[src/rtl/crash_detect_pkg.sv]
// Shared constants and FSM encoding for the pixel-level collision detector.
// Thresholds and enemy count are reused by the enemy sprite blocks downstream.
package crash_detect_pkg;

  localparam int ENEMY_NUM         = 4;
  localparam int ENEMY_NUM_BIT_LEN = 2;
  localparam int CRASH_HIT_MIN_PIX = 4;
  localparam int CRASH_ME_MIN_PIX  = 8;
  localparam int CRASH_CNT_W       = 4;

  typedef enum logic [1:0] {
    CRASH_IDLE = 2'd0,
    CRASH_WAIT = 2'd1,
    CRASH_SCAN = 2'd2
  } crash_state_e;

endpackage

[src/rtl/crash_slot.sv]
// One enemy slot: saturating bullet/player overlap counters and per-frame
// reported flags; raises a declare strobe in the cycle a threshold is reached.
module crash_slot
  import crash_detect_pkg::*;
#(
  parameter int HIT_MIN_PIX   = CRASH_HIT_MIN_PIX,
  parameter int CRASH_MIN_PIX = CRASH_ME_MIN_PIX,
  parameter int CNT_W         = CRASH_CNT_W
) (
  input  logic clk_vga,
  input  logic rst_n,
  input  logic i_clear,
  input  logic i_hit_inc,
  input  logic i_crash_inc,
  output logic o_hit_declare,
  output logic o_crash_declare
);

  localparam logic [CNT_W-1:0] HIT_SAT   = CNT_W'(HIT_MIN_PIX);
  localparam logic [CNT_W-1:0] CRASH_SAT = CNT_W'(CRASH_MIN_PIX);

  logic [CNT_W-1:0] r_hit_cnt;
  logic [CNT_W-1:0] r_crash_cnt;
  logic             r_hit_rep;
  logic             r_crash_rep;
  logic [CNT_W-1:0] w_hit_next;
  logic [CNT_W-1:0] w_crash_next;
  logic             w_hit_reach;
  logic             w_crash_reach;

  // A player crash outranks a bullet hit reached on the same pixel.
  always_comb begin
    w_hit_next   = r_hit_cnt;
    w_crash_next = r_crash_cnt;
    if (i_hit_inc && (r_hit_cnt != HIT_SAT))
      w_hit_next = r_hit_cnt + 1'b1;
    if (i_crash_inc && (r_crash_cnt != CRASH_SAT))
      w_crash_next = r_crash_cnt + 1'b1;
    w_hit_reach     = i_hit_inc && (w_hit_next == HIT_SAT);
    w_crash_reach   = i_crash_inc && (w_crash_next == CRASH_SAT);
    o_crash_declare = !i_clear && w_crash_reach && !r_crash_rep;
    o_hit_declare   = !i_clear && w_hit_reach && !r_hit_rep && !r_crash_rep
                      && !o_crash_declare;
  end

  always_ff @(posedge clk_vga or negedge rst_n) begin
    if (!rst_n) begin
      r_hit_cnt   <= '0;
      r_crash_cnt <= '0;
      r_hit_rep   <= 1'b0;
      r_crash_rep <= 1'b0;
    end else if (i_clear) begin
      r_hit_cnt   <= '0;
      r_crash_cnt <= '0;
      r_hit_rep   <= 1'b0;
      r_crash_rep <= 1'b0;
    end else begin
      r_hit_cnt   <= w_hit_next;
      r_crash_cnt <= w_crash_next;
      r_hit_rep   <= r_hit_rep | w_hit_reach;
      r_crash_rep <= r_crash_rep | w_crash_reach;
    end
  end

endmodule

[src/rtl/crash_detect.sv]
// Pixel-level collision detector: counts enemy/bullet and enemy/player overlaps
// per slot per frame and emits at most one hit and one crash pulse per enemy.
module crash_detect
  import crash_detect_pkg::*;
#(
  parameter int ENEMY_NUM     = crash_detect_pkg::ENEMY_NUM,
  parameter int ENEMY_IDX_W   = ENEMY_NUM_BIT_LEN,
  parameter int HIT_MIN_PIX   = CRASH_HIT_MIN_PIX,
  parameter int CRASH_MIN_PIX = CRASH_ME_MIN_PIX,
  parameter int CNT_W         = CRASH_CNT_W
) (
  input  logic                   clk_vga,
  input  logic                   rst_n,
  input  logic                   en_i,
  input  logic                   v_sync_i,
  input  logic                   enemy_alpha_i,
  input  logic [ENEMY_IDX_W-1:0] enemy_idx_i,
  input  logic                   bullet_alpha_i,
  input  logic                   me_alpha_i,
  output logic                   crash_enemy_bullet_o,
  output logic                   crash_me_enemy_o,
  output logic [ENEMY_IDX_W-1:0] crash_idx_o,
  output logic                   bullet_consume_o
);

  crash_state_e r_state;
  logic         r_vsync_q;

  logic                   w_frame_start;
  logic                   w_clear;
  logic                   w_pix_valid;
  logic [ENEMY_NUM-1:0]   w_hit_inc;
  logic [ENEMY_NUM-1:0]   w_crash_inc;
  logic [ENEMY_NUM-1:0]   w_hit_decl;
  logic [ENEMY_NUM-1:0]   w_crash_decl;
  logic                   w_hit_any;
  logic                   w_crash_any;
  logic [ENEMY_IDX_W-1:0] w_hit_idx;
  logic [ENEMY_IDX_W-1:0] w_crash_idx;

  // Counting is suppressed outside SCAN and on the frame-boundary pixel itself.
  assign w_frame_start = v_sync_i & ~r_vsync_q;
  assign w_clear       = !en_i || (r_state != CRASH_SCAN) || w_frame_start;
  assign w_pix_valid   = !w_clear && enemy_alpha_i;

  for (genvar k = 0; k < ENEMY_NUM; k++) begin : g_slot
    assign w_hit_inc[k]   = w_pix_valid && bullet_alpha_i
                            && (enemy_idx_i == ENEMY_IDX_W'(k));
    assign w_crash_inc[k] = w_pix_valid && me_alpha_i
                            && (enemy_idx_i == ENEMY_IDX_W'(k));

    crash_slot #(
      .HIT_MIN_PIX  (HIT_MIN_PIX),
      .CRASH_MIN_PIX(CRASH_MIN_PIX),
      .CNT_W        (CNT_W)
    ) u_slot (
      .clk_vga        (clk_vga),
      .rst_n          (rst_n),
      .i_clear        (w_clear),
      .i_hit_inc      (w_hit_inc[k]),
      .i_crash_inc    (w_crash_inc[k]),
      .o_hit_declare  (w_hit_decl[k]),
      .o_crash_declare(w_crash_decl[k])
    );
  end

  always_comb begin
    w_hit_any   = 1'b0;
    w_crash_any = 1'b0;
    w_hit_idx   = '0;
    w_crash_idx = '0;
    for (int k = 0; k < ENEMY_NUM; k++) begin
      if (w_hit_decl[k]) begin
        w_hit_any = 1'b1;
        w_hit_idx = ENEMY_IDX_W'(k);
      end
      if (w_crash_decl[k]) begin
        w_crash_any = 1'b1;
        w_crash_idx = ENEMY_IDX_W'(k);
      end
    end
  end

  always_ff @(posedge clk_vga or negedge rst_n) begin
    if (!rst_n) begin
      r_state              <= CRASH_IDLE;
      r_vsync_q            <= 1'b0;
      crash_enemy_bullet_o <= 1'b0;
      crash_me_enemy_o     <= 1'b0;
      bullet_consume_o     <= 1'b0;
      crash_idx_o          <= '0;
    end else begin
      r_vsync_q            <= v_sync_i;
      crash_enemy_bullet_o <= 1'b0;
      crash_me_enemy_o     <= 1'b0;
      bullet_consume_o     <= 1'b0;
      if (!en_i) begin
        r_state <= CRASH_IDLE;
      end else begin
        case (r_state)
          CRASH_IDLE: r_state <= CRASH_WAIT;
          CRASH_WAIT: if (w_frame_start) r_state <= CRASH_SCAN;
          CRASH_SCAN: begin
            if (w_crash_any) begin
              crash_me_enemy_o <= 1'b1;
              crash_idx_o      <= w_crash_idx;
            end else if (w_hit_any) begin
              crash_enemy_bullet_o <= 1'b1;
              bullet_consume_o     <= 1'b1;
              crash_idx_o          <= w_hit_idx;
            end
          end
          default: r_state <= CRASH_IDLE;
        endcase
      end
    end
  end

endmodule

[config.mk]
export PLATFORM = sky130hd
export DESIGN_NAME = crash_detect
export DESIGN_NICKNAME = d
export VERILOG_FILES = /design/src/rtl/crash_detect_pkg.sv /design/src/rtl/crash_slot.sv /design/src/rtl/crash_detect.sv
export SDC_FILE = /design/constraint.sdc
export NUM_CORES = 1
export LEC_CHECK = 0
export ABC_AREA = 1
export CORE_MARGIN = 3
export CORE_UTILIZATION = 31
export CTS_CLUSTER_SIZE = 8
export DETAILED_ROUTE_END_ITERATION = 7
export HOLD_SLACK_MARGIN = 0.08
export SLEW_MARGIN = 15
export SYNTH_ARGS = -nofsm -noshare
export SYNTH_HDL_FRONTEND = slang
export SYNTH_SLANG_ARGS = --single-unit
[constraint.sdc]
create_clock -name clk_vga -period 5.2 [get_ports clk_vga]
set_clock_uncertainty 0.15 [all_clocks]
set_input_delay 1.04 -clock clk_vga [delete_from_list [all_inputs] [get_ports clk_vga]]
set_output_delay 1.04 -clock clk_vga [all_outputs]
set_load 0.05 [all_outputs]
==> key figures, run 1 <==
Floorplanning
  – I/O pins: 14
  – CORE AREA: 0.00889 mm²
  – Die Width: 103 µm
  – Num rows: 34
  – Die height: 103 µm
  – Total die area: 0.0105 mm²
  – Starting Density: 32.6%

Drt
  – Vias: 2347
  – DR iter-0 viols: 88
  – Total wire length: 5450 µm
  – Drt wl/cell: 10.9 µm
  – Antenna Nets Post-Route: 0
  – TritonRoute pass-1 iters: 4
  – DR vias/cell: 4.68
  – DRC errors left: 0

Global route
  – Largest net degree at the start of global routing: 48
  – Grt met1 use: 15.2%
  – Grt total ovfl: 0
  – Met3 usage: 2.77%
  – Busiest grt layer: met2
  – Number of global-route vias before repair: 2293
  – Initial antenna violation count: 0
  – Met2 GRT Util: 19.5%
  – First-pass GRT wire length: 9940 µm
  – GRT Resource Usage Total: 11.7%

Clocking
  – CTS Root Cell: clkbuf_8
  – Post-CTS Resized: 0
  – # H-tree levels: 2
  – CTS Buffer Depth: 2
  – CTS clk-pin slew, worst paths: 0.10 ns
  – CTS tree: done
  – Hold-fix buffers, CTS: 0
  – Inserted Clock Buffers: 5
  – Post-CTS setup buffer count: 0
  – Clk sinks: 47
  – Worst-skew pair later-pin latency: 0.30 ns

Worst setup path
  – Critical path, cell by cell: clkdlybuf4s50_1 > nand2_2 > nor2_4 > nand2_1 > buf_4 > nor3_1 > nand2_1 > nor2_1 > nor2_4 > nand4_1 > nand2_1
  – Critical Path End Type: flop
  – CP Max Fanout: 22
  – Largest stage delay, worst path: 0.52 ns
  – Flop-to-flop setup slack: 2.89 ns
  – Worst r2r path cells: 9
  – WP data required: 5.25 ns
  – CP Class: input pin to flop
  – Crit path top cell by count: nand2_1
  – Worst Path Arrival: 3.24 ns
  – Nature of the critical path startpoint: input pin
  – Worst R2R End: crash_idx_o[0]
  – Critical-path top delay cell: clkdlybuf4s50_1
  – R2r startpoint: r_state[0]

Run
  – Max_cap viols: 0

STA
  – Fin. Hold Viols: 0
  – Fin crit period: 3.19 ns
  – Final Max Tran Viols: 0
  – Tightest Pin Transition: 0.722 ns
  – RSZ-0062 raised after global routing: false
  – Max-slew headroom: 51.8%
  – Max Freq: 314 MHz
  – Final setup vio count: 0
  – Final period util: 61.3%
  – Sum Neg Setup Slack: 0 ns

Cells and area
  – Fillcell total: 909
  – # diodes: 0
  – Area taken by multi-input logic gates: 0.00152 mm²
  – Fraction of layout cells with a size suffix above 1: 8.40%
  – Final Net Count: 417
  – Layout area overhead: 13.5%
  – Register area: 0.00118 mm²
  – Most frequent cells in the layout: nand2_1, nand3_1, nor2_1, inv_1, dfrtp_1
  – Commonest non-fill, non-tap cell in the layout: nand2_1

Logic synthesis
  – Synthesized instance count: 375
  – Largest area contributor in the netlist: dfrtp_1
  – Synth cell types: 26
  – Area share of the largest cell type after synthesis: 40.6%
  – Post-synth ARST share: 100%
  – Avg Cell Area, Syn: 7.73 µm²
  – Post-synth top flop: dfrtp_1
  – Post-synth EDFFs: 0
  – Post-Synthesis Cell Area: 0.00290 mm²
  – Synthesis Warnings: 0
  – Largest cells by area after synthesis: dfrtp_1, nand2_1, nand3_1
  – Post-synthesis sequential area ratio: 40.6%
  – Flops & latches, synth: 47
  – Synth Net Count: 400

Power and ir drop
  – P_leak: 1.54 nW
  – Power Dens Cells: 216 mW/mm²
  – Peak VDD IR: 0.0000997 V
  – Total design power: 0.000712 W

Min path
  – Hold WC Path Type: flop to flop
  – HP Start: g_slot[1].u_slot.r_hit_rep
  – Hold EP: g_slot[1].u_slot.r_hit_rep
  – Hold Crit Depth: 2

Outcome
  – Status: finished clean

Placement
  – DP HPWL: 4170 µm
  – # port buffers: 13
  – Final RePlAce weighted congestion: 0.851
## critical path: cells and delay by family
kind	cells	cell delay (ns)
buffers and inverters	2	0.90
and+or+nand+nor	9	1.29
## worst max-delay path by stage
stage / startpoint / slack, ns / cells after the start / endpoint
2_1_floorplan: en_i / 2.58 / 12 / crash_idx_o[0]
3_3_place_gp: en_i / 1.70 / 11 / crash_idx_o[1]
3_5_place_dp: en_i / 1.66 / 11 / crash_idx_o[1]
4_1_cts: en_i / 2.00 / 11 / crash_idx_o[0]
5_1_grt: en_i / 1.79 / 11 / crash_idx_o[1]
6_report: en_i / 2.01 / 11 / crash_idx_o[0]
## area by class of cell
type / count / share of cell area, %
tap: 108 / 4.11
inverter: 47 / 5.36
clock buffer: 5 / 2.09
timing repair buffer: 15 / 4.34
sequential: 47 / 35.8
clock inverter: 3 / 2.05
multi-input combinational: 276 / 46.3
## state kept, by name, indices dropped and copies added, names as in the netlist
name,cells
g_slot.u_slot.r_crash_cnt,16
g_slot.u_slot.r_hit_cnt,16
g_slot.u_slot.r_crash_rep,4
g_slot.u_slot.r_hit_rep,4
crash_idx_o,2
r_state,2
bullet_consume_o,1
crash_me_enemy_o,1
r_vsync_q,1
## Yosys cell counts, types with 2 or more instances
master,n
a21oi_1,23
and2_1,2
clkbuf_1,4
dfrtp_1,47
ha_1,16
inv_1,47
nand2_1,76
nand2_2,6
nand3_1,51
nand3b_1,2
nand4_1,4
nand4_4,2
nor2_1,48
nor2_2,5
nor2_4,8
nor3_1,6
o21ai_0,2
o21ai_1,4
xnor2_1,3
xor2_1,13
## stage by stage
stage | std cells | cell area, µm² | hold WS, ns | worst slack [ns] | utilization (%)
floorplan | 375 | 2900 | 0.314 | 2.58 | -
global route | 501 | 3290 | 0.383 | 1.79 | 37.0
CTS | 501 | 3290 | 0.357 | 2.00 | 37.0
detailed placement | 493 | 3150 | 0.336 | 1.66 | 35.4
global placement | 493 | 3150 | 0.336 | 1.70 | 35.4
finish | 501 | 3290 | 0.360 | 2.01 | 37.0
## power by group
part | internal, W | switching [W] | leakage [nW]
Clock | 0.000192 | 0.000128 | 0.0644
Sequential | 0.000366 | 0.00000119 | 0.653
Combinational | 0.00000780 | 0.0000173 | 0.823
Total | 0.000566 | 0.000146 | 1.54
## cells by family (layout without fill, tap and decap cells)
kind of cell | after synthesis | after routing | synth area share [%]
and+or+nand+nor | 212 | 212 | 35.1
adders and majority gates | 16 | 16 | 6.91
AOI/OAI and AO/OA | 32 | 32 | 5.70
DFF | 47 | 47 | 40.6
xor gates and xnor gates | 16 | 16 | 4.84
buffers and inverters | 52 | 70 | 6.87
## layer usage
metal  part of all wire, %  vias to the layer above
met5                     0                        -
met4                   1.1                        0
met3                   3.0                        5
met2                    46                       22
met1                    50                     1085
li1                      -                     1235
Power figures use the tool's default switching activity.
==> run 2: changes to the inputs <==
clock period = 3.13 ns   (was 5.2 ns; I/O delays follow)
==> run 2 against run 1 <==
  * Sequential share of layout area is 0.39 points lower
  * Setup slack worse by 1.6 ns
  * First-iteration DRC count is 9.1% higher
  * Highest routed layer unchanged
  * Sequential power is 66% higher
  * Global-route usage is 0.61 points higher
  * Total power is 67% higher
  * Die area stayed put
  * Final cell count is 0.80% higher
  * Clock power is 68% higher
  * Non-clock buffer count is 4 higher
  * Critical path depth is 4 higher
  * Core utilization is 0.41 points higher
==> key figures, run 2 (same netlist as run 1, synthesis figures left out) <==
Outcome
  – Status: finished clean (unchanged)

Clocking
  – Hold-fix buffers, CTS: 0 (unchanged)
  – CTS tree: done (unchanged)
  – Clk sinks: 47 (unchanged)
  – CTS Buffer Depth: 2 (unchanged)
  – CTS Root Cell: clkbuf_8 (unchanged)
  – CTS clk-pin slew, worst paths: 0.09 ns (was 0.10 ns)
  – Post-CTS setup buffer count: 0 (unchanged)
  – Worst-skew pair later-pin latency: 0.31 ns (was 0.30 ns)
  – Post-CTS Resized: 0 (unchanged)
  – Inserted Clock Buffers: 5 (unchanged)
  – # H-tree levels: 2 (unchanged)

Cells and area
  – Fin util: 37.4% (was 37.0%)
  – Area taken by multi-input logic gates: 0.00152 mm² (unchanged)
  – Fraction of layout cells with a size suffix above 1: 9.07% (was 8.40%)
  – Final Net Count: 421 (was 417)
  – Layout area overhead: 14.8% (was 13.5%)
  – Fillcell total: 910 (was 909)
  – Most frequent cells in the layout: nand2_1, nand3_1, nor2_1, inv_1, dfrtp_1 (unchanged)
  – Commonest non-fill, non-tap cell in the layout: nand2_1 (unchanged)
  – # diodes: 0 (unchanged)
  – Register area: 0.00118 mm² (unchanged)
  – Largest registers: g_slot.u_slot.r_crash_cnt x16, g_slot.u_slot.r_hit_cnt x16 (unchanged)

Placement
  – DP HPWL: 4520 µm (was 4170 µm)
  – # port buffers: 13 (unchanged)
  – Final RePlAce weighted congestion: 0.813 (was 0.851)

STA
  – Final period util: 86.1%
  – Fin crit period: 2.69 ns
  – Max Freq: 371 MHz
  – Fin. Hold Viols: 0 (unchanged)
  – RSZ-0062 raised after global routing: false (unchanged)
  – Final Max Tran Viols: 0 (unchanged)
  – Tightest Pin Transition: 0.569 ns (was 0.722 ns)
  – Max-slew headroom: 62.1% (was 51.8%)
  – Final setup vio count: 0 (unchanged)
  – Sum Neg Setup Slack: 0 ns (unchanged)

Min path
  – Hold WC Path Type: input pin to async pin (was flop to flop)

Power and ir drop
  – Register share of total power: 51.3% (was 51.6%)
  – Switch Pwr: 0.000248 W (was 0.000146 W)
  – Sw Ratio: 20.8% (was 20.5%)
  – P_leak: 1.57 nW (was 1.54 nW)
  – Combinational share of power: 3.7% (was 3.5%)
  – Peak VDD IR: 0.000180 V (was 0.0000997 V)
  – Clk pwr share: 45.0% (was 44.9%)
  – Pint: 0.000943 W (was 0.000566 W)
  – Power Dens Cells: 358 mW/mm² (was 216 mW/mm²)

Drt
  – DR iter-0 viols: 96 (was 88)
  – Vias: 2382 (was 2347)
  – DRC errors left: 0 (unchanged)
  – TritonRoute pass-1 iters: 4 (unchanged)
  – Antenna Nets Post-Route: 0 (unchanged)
  – Drt wl/cell: 11.7 µm (was 10.9 µm)
  – DR vias/cell: 4.72 (was 4.68)
  – Total wire length: 5910 µm (was 5450 µm)

Global route
  – Largest net degree at the start of global routing: 28 (was 48)
  – Initial antenna violation count: 0 (unchanged)
  – First-pass GRT wire length: 10300 µm (was 9940 µm)
  – GRT Resource Usage Total: 12.3% (was 11.7%)
  – Grt total ovfl: 0 (unchanged)
  – Number of global-route vias before repair: 2351 (was 2293)

Worst setup path
  – CP Max Fanout: 7 (was 22)
  – WP data required: 3.23 ns (was 5.25 ns)
  – Nature of the critical path startpoint: input pin (unchanged)
  – Worst r2r path cells: 13 (was 9)
  – Critical Path End Type: flop (unchanged)
  – Worst Path Arrival: 2.79 ns (was 3.24 ns)
  – CP Class: input pin to flop (unchanged)

Floorplanning
  – CORE AREA: 0.00889 mm² (unchanged)
  – Starting Density: 32.6% (unchanged)
  – Total die area: 0.0105 mm² (unchanged)
  – Die height: 103 µm (unchanged)
  – Num rows: 34 (unchanged)
  – Die Width: 103 µm (unchanged)
  – I/O pins: 14 (unchanged)

Run
  – Max_cap viols: 0 (unchanged)
==> run 2: cell types whose count changed in the layout (fill, tap and decap cells not counted), sizes merged <==
cell,change
clkbuf,+1
buf,+4
clkinvlp,-1
==> run 2: final timing paths <==
| check | startpoint | endpoint | slack [ns] |
|---|---|---|---|
| setup / recovery | en_i | crash_idx_o[1] | 0.44 |
| hold / removal | rst_n | g_slot[3].u_slot.r_hit_cnt[0] | 0.15 |
| setup reg to reg | r_state[0] | crash_idx_o[1] | 0.89 |
| hold reg to reg | g_slot[1].u_slot.r_hit_rep | g_slot[1].u_slot.r_hit_rep | 0.37 |
| max in group asynchronous | rst_n | g_slot[2].u_slot.r_crash_cnt[3] | 2.02 |
| min in group clk_vga | g_slot[1].u_slot.r_hit_rep | g_slot[1].u_slot.r_hit_rep | 0.37 |
==> run 2: per-stage QoR <==
step / hold WS, ns / setup slack, ns / power [W] / std cells / area, µm²
2_1_floorplan: 0.180 / 0.928 / 0.000637 / 375 / 2900
3_3_place_gp: 0.327 / 0.152 / 0.000669 / 497 / 3190
3_5_place_dp: 0.347 / 0.0835 / 0.000670 / 497 / 3190
4_1_cts: 0.185 / 0.417 / 0.00121 / 505 / 3330
5_1_grt: 0.205 / 0.237 / 0.00124 / 505 / 3330
6_report: 0.151 / 0.436 / 0.00119 / 505 / 3330
==> run 2: cell type report <==
cell class                 instances  area share, %
clock buffer                       6           2.18
clock inverter                     2           1.81
inverter                          47           5.30
multi-input combinational        276           45.8
sequential                        47           35.4
tap                              108           4.06
timing repair buffer              19           5.49
==> run 2: power groups by stage <==
stage | logic, W | clock network, W | registers, W
5_1_grt | 0.0000508 | 0.000574 | 0.000611
4_1_cts | 0.0000467 | 0.000550 | 0.000611
2_1_floorplan | 0.0000145 | 0 | 0.000623
6_report | 0.0000445 | 0.000536 | 0.000611
3_5_place_dp | 0.0000469 | 0 | 0.000623
3_3_place_gp | 0.0000457 | 0 | 0.000623
==> run 2: critical path, cell delays in order <==
cell	delay (ns)
clkdlybuf4s50_1	0.51
nand2_2	0.09
nor2_4	0.17
nand4_4	0.21
nor2_4	0.23
nand2_2	0.09
nand2_1	0.07
nand2_1	0.10
inv_1	0.08
nor2_1	0.05
nand3_1	0.09
nand2_1	0.08
nor2_1	0.21
nand4_1	0.12
nand2_1	0.07
==> run 2: metal layers <==
layer  share of wire, %  vias up  global-route usage, %
li1                   -     1240                      -
met5                  0        -                      0
met4                1.3        0                   4.04
met1                 48     1111                   15.3
met2                 48       25                   21.1
met3                2.8        6                   2.77
